$ cat config.mk
export PLATFORM = sky130hd
export DESIGN_NAME = logic_pipe
export DESIGN_NICKNAME = d
export VERILOG_FILES = /design/src/rtl/logic_pipe.sv
export SDC_FILE = /design/constraint.sdc
export NUM_CORES = 1
export LEC_CHECK = 0
export BUFFER_PORTS_ARGS = -buffer_cell sky130_fd_sc_hd__buf_2
export CAP_MARGIN = 15
export CORE_UTILIZATION = 40
export CTS_CLUSTER_DIAMETER = 60
export DETAILED_ROUTE_END_ITERATION = 12
export PLACE_DENSITY = 0.6
export SLEW_MARGIN = 20
export SYNTH_ARGS = -nofsm -noshare
export SYNTH_HDL_FRONTEND = slang
export SYNTH_SLANG_ARGS = --single-unit
$ cat constraint.sdc
create_clock -name clk -period 3 [get_ports clk]
set_input_delay 0.3 -clock clk [delete_from_list [all_inputs] [get_ports clk]]
set_output_delay 0.3 -clock clk [all_outputs]
set_load 0.02 [all_outputs]
$ cat src/rtl/logic_pipe.sv
// logic_pipe: 2-stage valid/ready pipelined AND/OR/XOR/ADD unit
// with a saturating count of completed output handshakes.
//
// Parameters:
//   WIDTH     operand/result width (>=1)
//   CNT_WIDTH transaction counter width (>=1)
//
// Ports:
//   clk, rst           clock, async active-high reset
//   in_valid/in_ready  operand handshake (a, b, op)
//   a, b               WIDTH-bit operands
//   op                 0=AND 1=OR 2=XOR 3=ADD
//   out_valid/out_ready result handshake
//   out_res            WIDTH-bit result
//   out_carry          ADD carry-out, 0 otherwise
//   out_zero           out_res == 0 (meaningful while out_valid)
//   cnt_clr            synchronous clear of txn_cnt (wins)
//   txn_cnt            saturating count of output handshakes
//
// Optional build macro LOGIC_PIPE_PARITY_EN adds out_parity = ^out_res,
// registered alongside out_res in stage 2.
module logic_pipe #(
    parameter int WIDTH     = 8,
    parameter int CNT_WIDTH = 16
) (
    input  logic                 clk,
    input  logic                 rst,
    input  logic                 in_valid,
    output logic                 in_ready,
    input  logic [WIDTH-1:0]     a,
    input  logic [WIDTH-1:0]     b,
    input  logic [1:0]           op,
    output logic                 out_valid,
    input  logic                 out_ready,
    output logic [WIDTH-1:0]     out_res,
    output logic                 out_carry,
    output logic                 out_zero,
    input  logic                 cnt_clr,
`ifdef LOGIC_PIPE_PARITY_EN
    output logic                 out_parity,
`endif
    output logic [CNT_WIDTH-1:0] txn_cnt
);

    typedef enum logic [1:0] {
        OP_AND = 2'd0,
        OP_OR  = 2'd1,
        OP_XOR = 2'd2,
        OP_ADD = 2'd3
    } op_e;

    // Stage 1: registered operands
    logic             s1_valid_q, s1_valid_d;
    logic [WIDTH-1:0] s1_a_q, s1_a_d;
    logic [WIDTH-1:0] s1_b_q, s1_b_d;
    op_e              s1_op_q, s1_op_d;

    // Stage 2: registered result
    logic             s2_valid_q, s2_valid_d;
    logic [WIDTH-1:0] s2_res_q, s2_res_d;
    logic             s2_carry_q, s2_carry_d;
`ifdef LOGIC_PIPE_PARITY_EN
    logic             s2_par_q, s2_par_d;
`endif

    logic [CNT_WIDTH-1:0] cnt_q, cnt_d;

    logic s2_adv;
    logic s1_adv;
    logic in_fire;
    logic out_fire;

    logic [WIDTH:0]   alu_sum;
    logic [WIDTH-1:0] alu_res;
    logic             alu_carry;

    // Handshake / advance logic
    always_comb begin
        s2_adv   = !s2_valid_q || out_ready;
        s1_adv   = !s1_valid_q || s2_adv;
        in_fire  = in_valid && s1_adv;
        out_fire = s2_valid_q && out_ready;
    end

    // Stage 1 next state; data only captured on an actual accept
    always_comb begin
        s1_valid_d = s1_valid_q;
        s1_a_d     = s1_a_q;
        s1_b_d     = s1_b_q;
        s1_op_d    = s1_op_q;
        if (s1_adv) begin
            s1_valid_d = in_valid;
        end
        if (in_fire) begin
            s1_a_d  = a;
            s1_b_d  = b;
            s1_op_d = op_e'(op);
        end
    end

    // Result computation on stage-1 contents
    always_comb begin
        alu_sum   = {1'b0, s1_a_q} + {1'b0, s1_b_q};
        alu_res   = '0;
        alu_carry = 1'b0;
        unique case (s1_op_q)
            OP_AND: alu_res = s1_a_q & s1_b_q;
            OP_OR:  alu_res = s1_a_q | s1_b_q;
            OP_XOR: alu_res = s1_a_q ^ s1_b_q;
            OP_ADD: begin
                alu_res   = alu_sum[WIDTH-1:0];
                alu_carry = alu_sum[WIDTH];
            end
        endcase
    end

    // Stage 2 next state; result held while stalled, and left
    // untouched by bubbles so outputs stay at their last value.
    always_comb begin
        s2_valid_d = s2_valid_q;
        s2_res_d   = s2_res_q;
        s2_carry_d = s2_carry_q;
`ifdef LOGIC_PIPE_PARITY_EN
        s2_par_d   = s2_par_q;
`endif
        if (s2_adv) begin
            s2_valid_d = s1_valid_q;
        end
        if (s2_adv && s1_valid_q) begin
            s2_res_d   = alu_res;
            s2_carry_d = alu_carry;
`ifdef LOGIC_PIPE_PARITY_EN
            s2_par_d   = ^alu_res;
`endif
        end
    end

    // Saturating counter; clear takes priority over a handshake
    always_comb begin
        cnt_d = cnt_q;
        if (cnt_clr) begin
            cnt_d = '0;
        end else if (out_fire && !(&cnt_q)) begin
            cnt_d = cnt_q + CNT_WIDTH'(1);
        end
    end

    always_ff @(posedge clk or posedge rst) begin
        if (rst) begin
            s1_valid_q <= 1'b0;
            s1_a_q     <= '0;
            s1_b_q     <= '0;
            s1_op_q    <= OP_AND;
            s2_valid_q <= 1'b0;
            s2_res_q   <= '0;
            s2_carry_q <= 1'b0;
`ifdef LOGIC_PIPE_PARITY_EN
            s2_par_q   <= 1'b0;
`endif
            cnt_q      <= '0;
        end else begin
            s1_valid_q <= s1_valid_d;
            s1_a_q     <= s1_a_d;
            s1_b_q     <= s1_b_d;
            s1_op_q    <= s1_op_d;
            s2_valid_q <= s2_valid_d;
            s2_res_q   <= s2_res_d;
            s2_carry_q <= s2_carry_d;
`ifdef LOGIC_PIPE_PARITY_EN
            s2_par_q   <= s2_par_d;
`endif
            cnt_q      <= cnt_d;
        end
    end

    assign in_ready   = s1_adv;
    assign out_valid  = s2_valid_q;
    assign out_res    = s2_res_q;
    assign out_carry  = s2_carry_q;
    assign out_zero   = (s2_res_q == '0);
    assign txn_cnt    = cnt_q;
`ifdef LOGIC_PIPE_PARITY_EN
    assign out_parity = s2_par_q;
`endif

endmodule
=== Word level (Yosys, flattened, before mapping) ===
Index checks and enable logic that the tools add are counted.

* Register bits after elaboration: 45
* Input port bits: 23
* Output and inout port bits: 28
* Logic and storage cells: 33

* $add $sub $neg: 2
* Equal/unequal tests: 3
* Muxes and demuxes: 4
* Bitwise gates (word level): 3
* Reductions and logical operators: 13

{| class="wikitable"
|+ Operators by type and width
! cell !! count
|-
| 16-bit 2-to-1 mux || 2
|-
| 8-bit one-hot mux with 4 select lines || 1
|-
| 16-bit by 1-bit adder with 16-bit output (second input constant) || 1
|-
| 16-bit AND reduction || 1
|-
| 8-bit by 8-bit adder with 9-bit output || 1
|-
| 8-bit AND || 1
|-
| 8-bit logical NOT || 1
|-
| 8-bit bitwise OR || 1
|-
| 8-bit XOR || 1
|-
| 2-bit equality test (second input constant) || 2
|-
| 1-bit logical AND || 4
|-
| 1-bit logical NOT || 3
|-
| 2-bit by 1-bit equality test with 1-bit output (second input constant) || 1
|-
| 2-bit logical NOT || 1
|-
| 1-bit logical OR || 2
|-
| 2-bit nonzero test || 1
|-
| 1-bit 2-to-1 mux || 1
|}

=== Depth between registers and ports, before layout ===
* Depth in word-level cells: 5
* Depth in mapped cells: 8
* Depth with buffers taken out: 8

=== Worst setup path before layout ===
Ideal clock, no wire load.

* Kind: reg2reg
* Start: reg s1_a_q[0]
* End: reg s2_res_q[4] (netlist: out_res[4])
* Setup time: 0.069 ns
* Arrival time: 2.043 ns
* Data required time: 2.931 ns
* Slack: 0.888 ns
* Stages on the path, launching flop included: 9
* Path through: dfrtp_1 ha_1 inv_1 fa_1 and2b_1 o21a_1 o21ai_0 or4b_2 nand3_1

* Longest elaborated chain between the ends: 2

{| class="wikitable"
|+ Ends and longest elaborated chain
! element !! RTL line !! text
|-
| start, declared || 54 || <nowiki>logic [WIDTH-1:0] s1_a_q, s1_a_d;</nowiki>
|-
| start signal, assigned || 151 || <nowiki>s1_a_q <= '0;</nowiki>
|-
| start signal, assigned || 163 || <nowiki>s1_a_q <= s1_a_d;</nowiki>
|-
| 8-bit by 8-bit adder with 9-bit output || 103 || <nowiki>alu_sum = {1'b0, s1_a_q} + {1'b0, s1_b_q};</nowiki>
|-
| 8-bit one-hot mux with 4 select lines || 106 || <nowiki>unique case (s1_op_q)</nowiki>
|-
| end signal, assigned || 167 || <nowiki>s2_res_q <= s2_res_d;</nowiki>
|-
| end, declared || 60 || <nowiki>logic [WIDTH-1:0] s2_res_q, s2_res_d;</nowiki>
|}

No other way between the ends.
A chain may end at the register's enable or synchronous reset.

=== Worst setup path after layout ===
Same ends and word-level chain as after synthesis.

==> reports/metrics.yaml <==
power_and_ir_drop:
  cellPowerDensity_nw_per_um2: 578.7
  cellLeakagePower_nw: 1.484
  peakVddDrop_v: 0.0003732
setup_path:
  worst_ep_required_time_ps: 3240
  crit_type: "reg -> reg"
  startpoint_type: "flip-flop"
  timing.critical_path.arrival_ps: 2550
  worst_setup_path_end_kind: "flip-flop"
  worst-r2r-setup-slack_ps: 690
  reg2reg_path_depth: 8
  regToRegEndpoint: "out_res[4]"
  crit-reg2reg-launch: "s1_a_q[0]"
  worstPathMaxFanout: 4
placed_design:
  place_worst_setup_slack_ps: 715.6
  place.gp.congestion: 0.7835
  io_buffers: 50
  post-dp-hpwl_mm: 3.830
logic_synthesis:
  async_flop_share_pct: 100.0
  netlist_instances: 273
  synth_top_cells_by_count: "45 x dfrtp_1, 23 x inv_1, 22 x nand2_1, 21 x nor2_1, 18 x mux2_2"
  synth_top_area_cell: "dfrtp_1"
  synth.lib_cells_used.distinct: 48
  synth_seq_cells: 45
  synth_nets: 314
  netlist_area_before_placement_um2: 2699
  synth_edf_count: 0
  postSynthAreaPerCell_um2: 9.886
  synth.top_cells.by_area: "dfrtp_1 42%, ha_1 7.9%, mux2_2 7.5%, xnor2_1 3.2%, inv_1 3.2%"
  yosysTopAreaCellShare_pct: 41.72
  dominantRegCellSynth: "dfrtp_1"
  yosys.cell_count.top_type: "dfrtp_1"
  yosysSeqAreaShare_pct: 41.72
  ys.warnings.count: 0
timing:
  fmax_mhz: 432.8
  fin_worst_hold_slack_ps: 124.6
  setup_viol: 0
  post-route-period-util_pct: 77.02
  hold_viol: 0
  rsz0062_at_grt: "false"
  final.setup.tns_ps: 0
  finalMaxSlewViolations: 0
  post-route-min-period_ps: 2311
  tightestPinTransition_ps: 795.4
  maxSlewHeadroom_pct: 46.85
  finalClockSkew_ps: 5.120
  fin_worst_setup_slack_ps: 689.5
cts:
  clk_latency_ps: 300
  post_cts_setup_buffers: 0
  tritoncts_num_sinks: 45
  root_buffer: "clkbuf_8"
  holdBufCountCts: 0
  tritoncts: "yes"
  cts-buffers-inserted: 5
  clk_transition_reported_paths_ps: 90
  cts.repair.resized: 0
  cts.path.max_buffers: 2
  cts_htree_levels: 2
floorplan:
  fp.coreArea_um2: 6422
  die_width_um: 84.14
  chipHeight_um: 84.14
  starting_density_of_the_core_pct: 42.02
  io_pins: 51
  floorplan.die_area_um2: 7080
  placementRows: 29
global_route:
  wire_length_of_the_first_global_routing_pass_mm: 9.535
  antenna_found_initial: 0
  grt_util_all_layers_pct: 16.64
  grt_pass1_vias: 1940
  grt_max_degree: 46
  overflow: 0
finish:
  area.growth.synth_to_final_pct: 16.55
  layout-drive-gt1-share_pct: 26.71
  diodes: 0
  num-nets-final: 362
  fillerInstances: 641
  utilization_pct: 48.98
flow_run:
  cap_violations: 0
detailed_routing:
  wl_met2_mm: 2.346
  maxUsedRoutingLayer: "met4"
  route.detailed.wl_per_inst_um: 13.54
  first_pass_iters: 8
  route.detailed.vias_per_inst: 5.085
  vias: 2029
  ant_nets: 0
  met3WireLength_um: 225
  drt_drc_violations_left: 6
  met1_length_mm: 2.797
  detail_route.iter0.violations: 113
  finalWirelength_mm: 5.404
min_path:
  timing.hold.worst.class: "in -> async"
outcome:
  outcome: "finished with violations"
  violations: "design-rule violations"
worst max path at each step:
| stage | endpoint | depth (start not counted) | startpoint | slack [ps] |
|---|---|---|---|---|
| 2_1_floorplan | out_res[4] | 8 | s1_a_q[0] | 890 |
| 3_3_place_gp | out_res[4] | 8 | s1_a_q[0] | 770 |
| 3_5_place_dp | out_res[4] | 8 | s1_a_q[0] | 720 |
| 4_1_cts | out_res[4] | 8 | s1_a_q[0] | 690 |
| 5_1_grt | out_res[4] | 8 | s1_b_q[0] | 550 |
| 6_report | out_res[4] | 8 | s1_a_q[0] | 690 |
cell type report:
type                            instances  area, µm²  share of cell area, %
Clock inverter                          3      65.06                  2.068
Sequential cell                        45       1126                  35.80
Inverter                               23      86.33                  2.745
Clock buffer                            5      68.82                  2.188
Multi-Input combinational cell        195       1445                  45.94
Timing Repair Buffer                   51      257.7                  8.194
Tap cell                               77      96.34                  3.063
through the flow:
| stage | cell area, µm² | power (mW) | std cells |
|---|---|---|---|
| 2_1_floorplan | 2699 | 1.142 | 273 |
| 3_3_place_gp | 3012 | 1.281 | 391 |
| 3_5_place_dp | 3012 | 1.290 | 391 |
| 4_1_cts | 3146 | 1.847 | 399 |
| 5_1_grt | 3146 | 1.941 | 399 |
| 6_report | 3146 | 1.820 | 399 |
worst max-delay path: stages (launching register included):
cell and delay (ps):
dfrtp_1 370, ha_1 220, inv_1 70, fa_1 400, and2b_1 240, o21a_1 110
o21ai_0 80, or4b_2 660, nand3_1 100
placed cells by master (no fill, tap or decap), types with 2 or more instances in the layout:
cell       instances
a2111oi_0          2
a211oi_1           5
a21o_1             2
a21oi_1           16
and4_1             3
buf_2             50
bufinv_16          2
clkbuf_8           5
dfrtp_1           45
ha_1              17
inv_1             22
mux2_2            18
mux2i_1            7
nand2_1           22
nand2b_1           4
nand3_1            9
nand3b_1           2
nand4_1            3
nor2_1            21
nor3_1            11
nor3b_1            3
o211ai_1           2
o21a_1             2
o21ai_0           10
or4_1              3
xnor2_1           10
xor2_1             2
sequential cells by signal (all words and copies together), names as in the netlist:
name	count
out_carry	1
out_res	8
out_valid	1
s1_a_q	8
s1_b_q	8
s1_op_q	2
s1_valid_q	1
txn_cnt	16
kinds of logic (layout without fill, tap and decap cells):
| family | count (synthesis) | in the layout | share of synthesized area [%] |
|---|---|---|---|
| buf+inv | 33 | 82 | 4.729 |
| compound gates | 48 | 48 | 11.22 |
| flops | 45 | 45 | 41.72 |
| simple gates | 91 | 91 | 18.87 |
| mux | 26 | 26 | 10.94 |
| fa+ha+maj | 18 | 18 | 8.623 |
| xor+xnor | 12 | 12 | 3.894 |
report_power, final:
part / switching [mW] / leakage (nW) / internal, mW
clock network: 0.218 / 0.0681 / 0.331
logic: 0.271 / 0.851 / 0.218
registers: 0.0919 / 0.565 / 0.690
total: 0.581 / 1.48 / 1.24
per-layer routing:
layer | vias to the layer above | track usage, %
met4 | 0 | 3.762
li1 | 1060 | -
met2 | 42 | 24.74
met5 | - | 0
met3 | 2 | 3.441
met1 | 925 | 24.91
No activity file was read; power rests on OpenSTA's default activity.
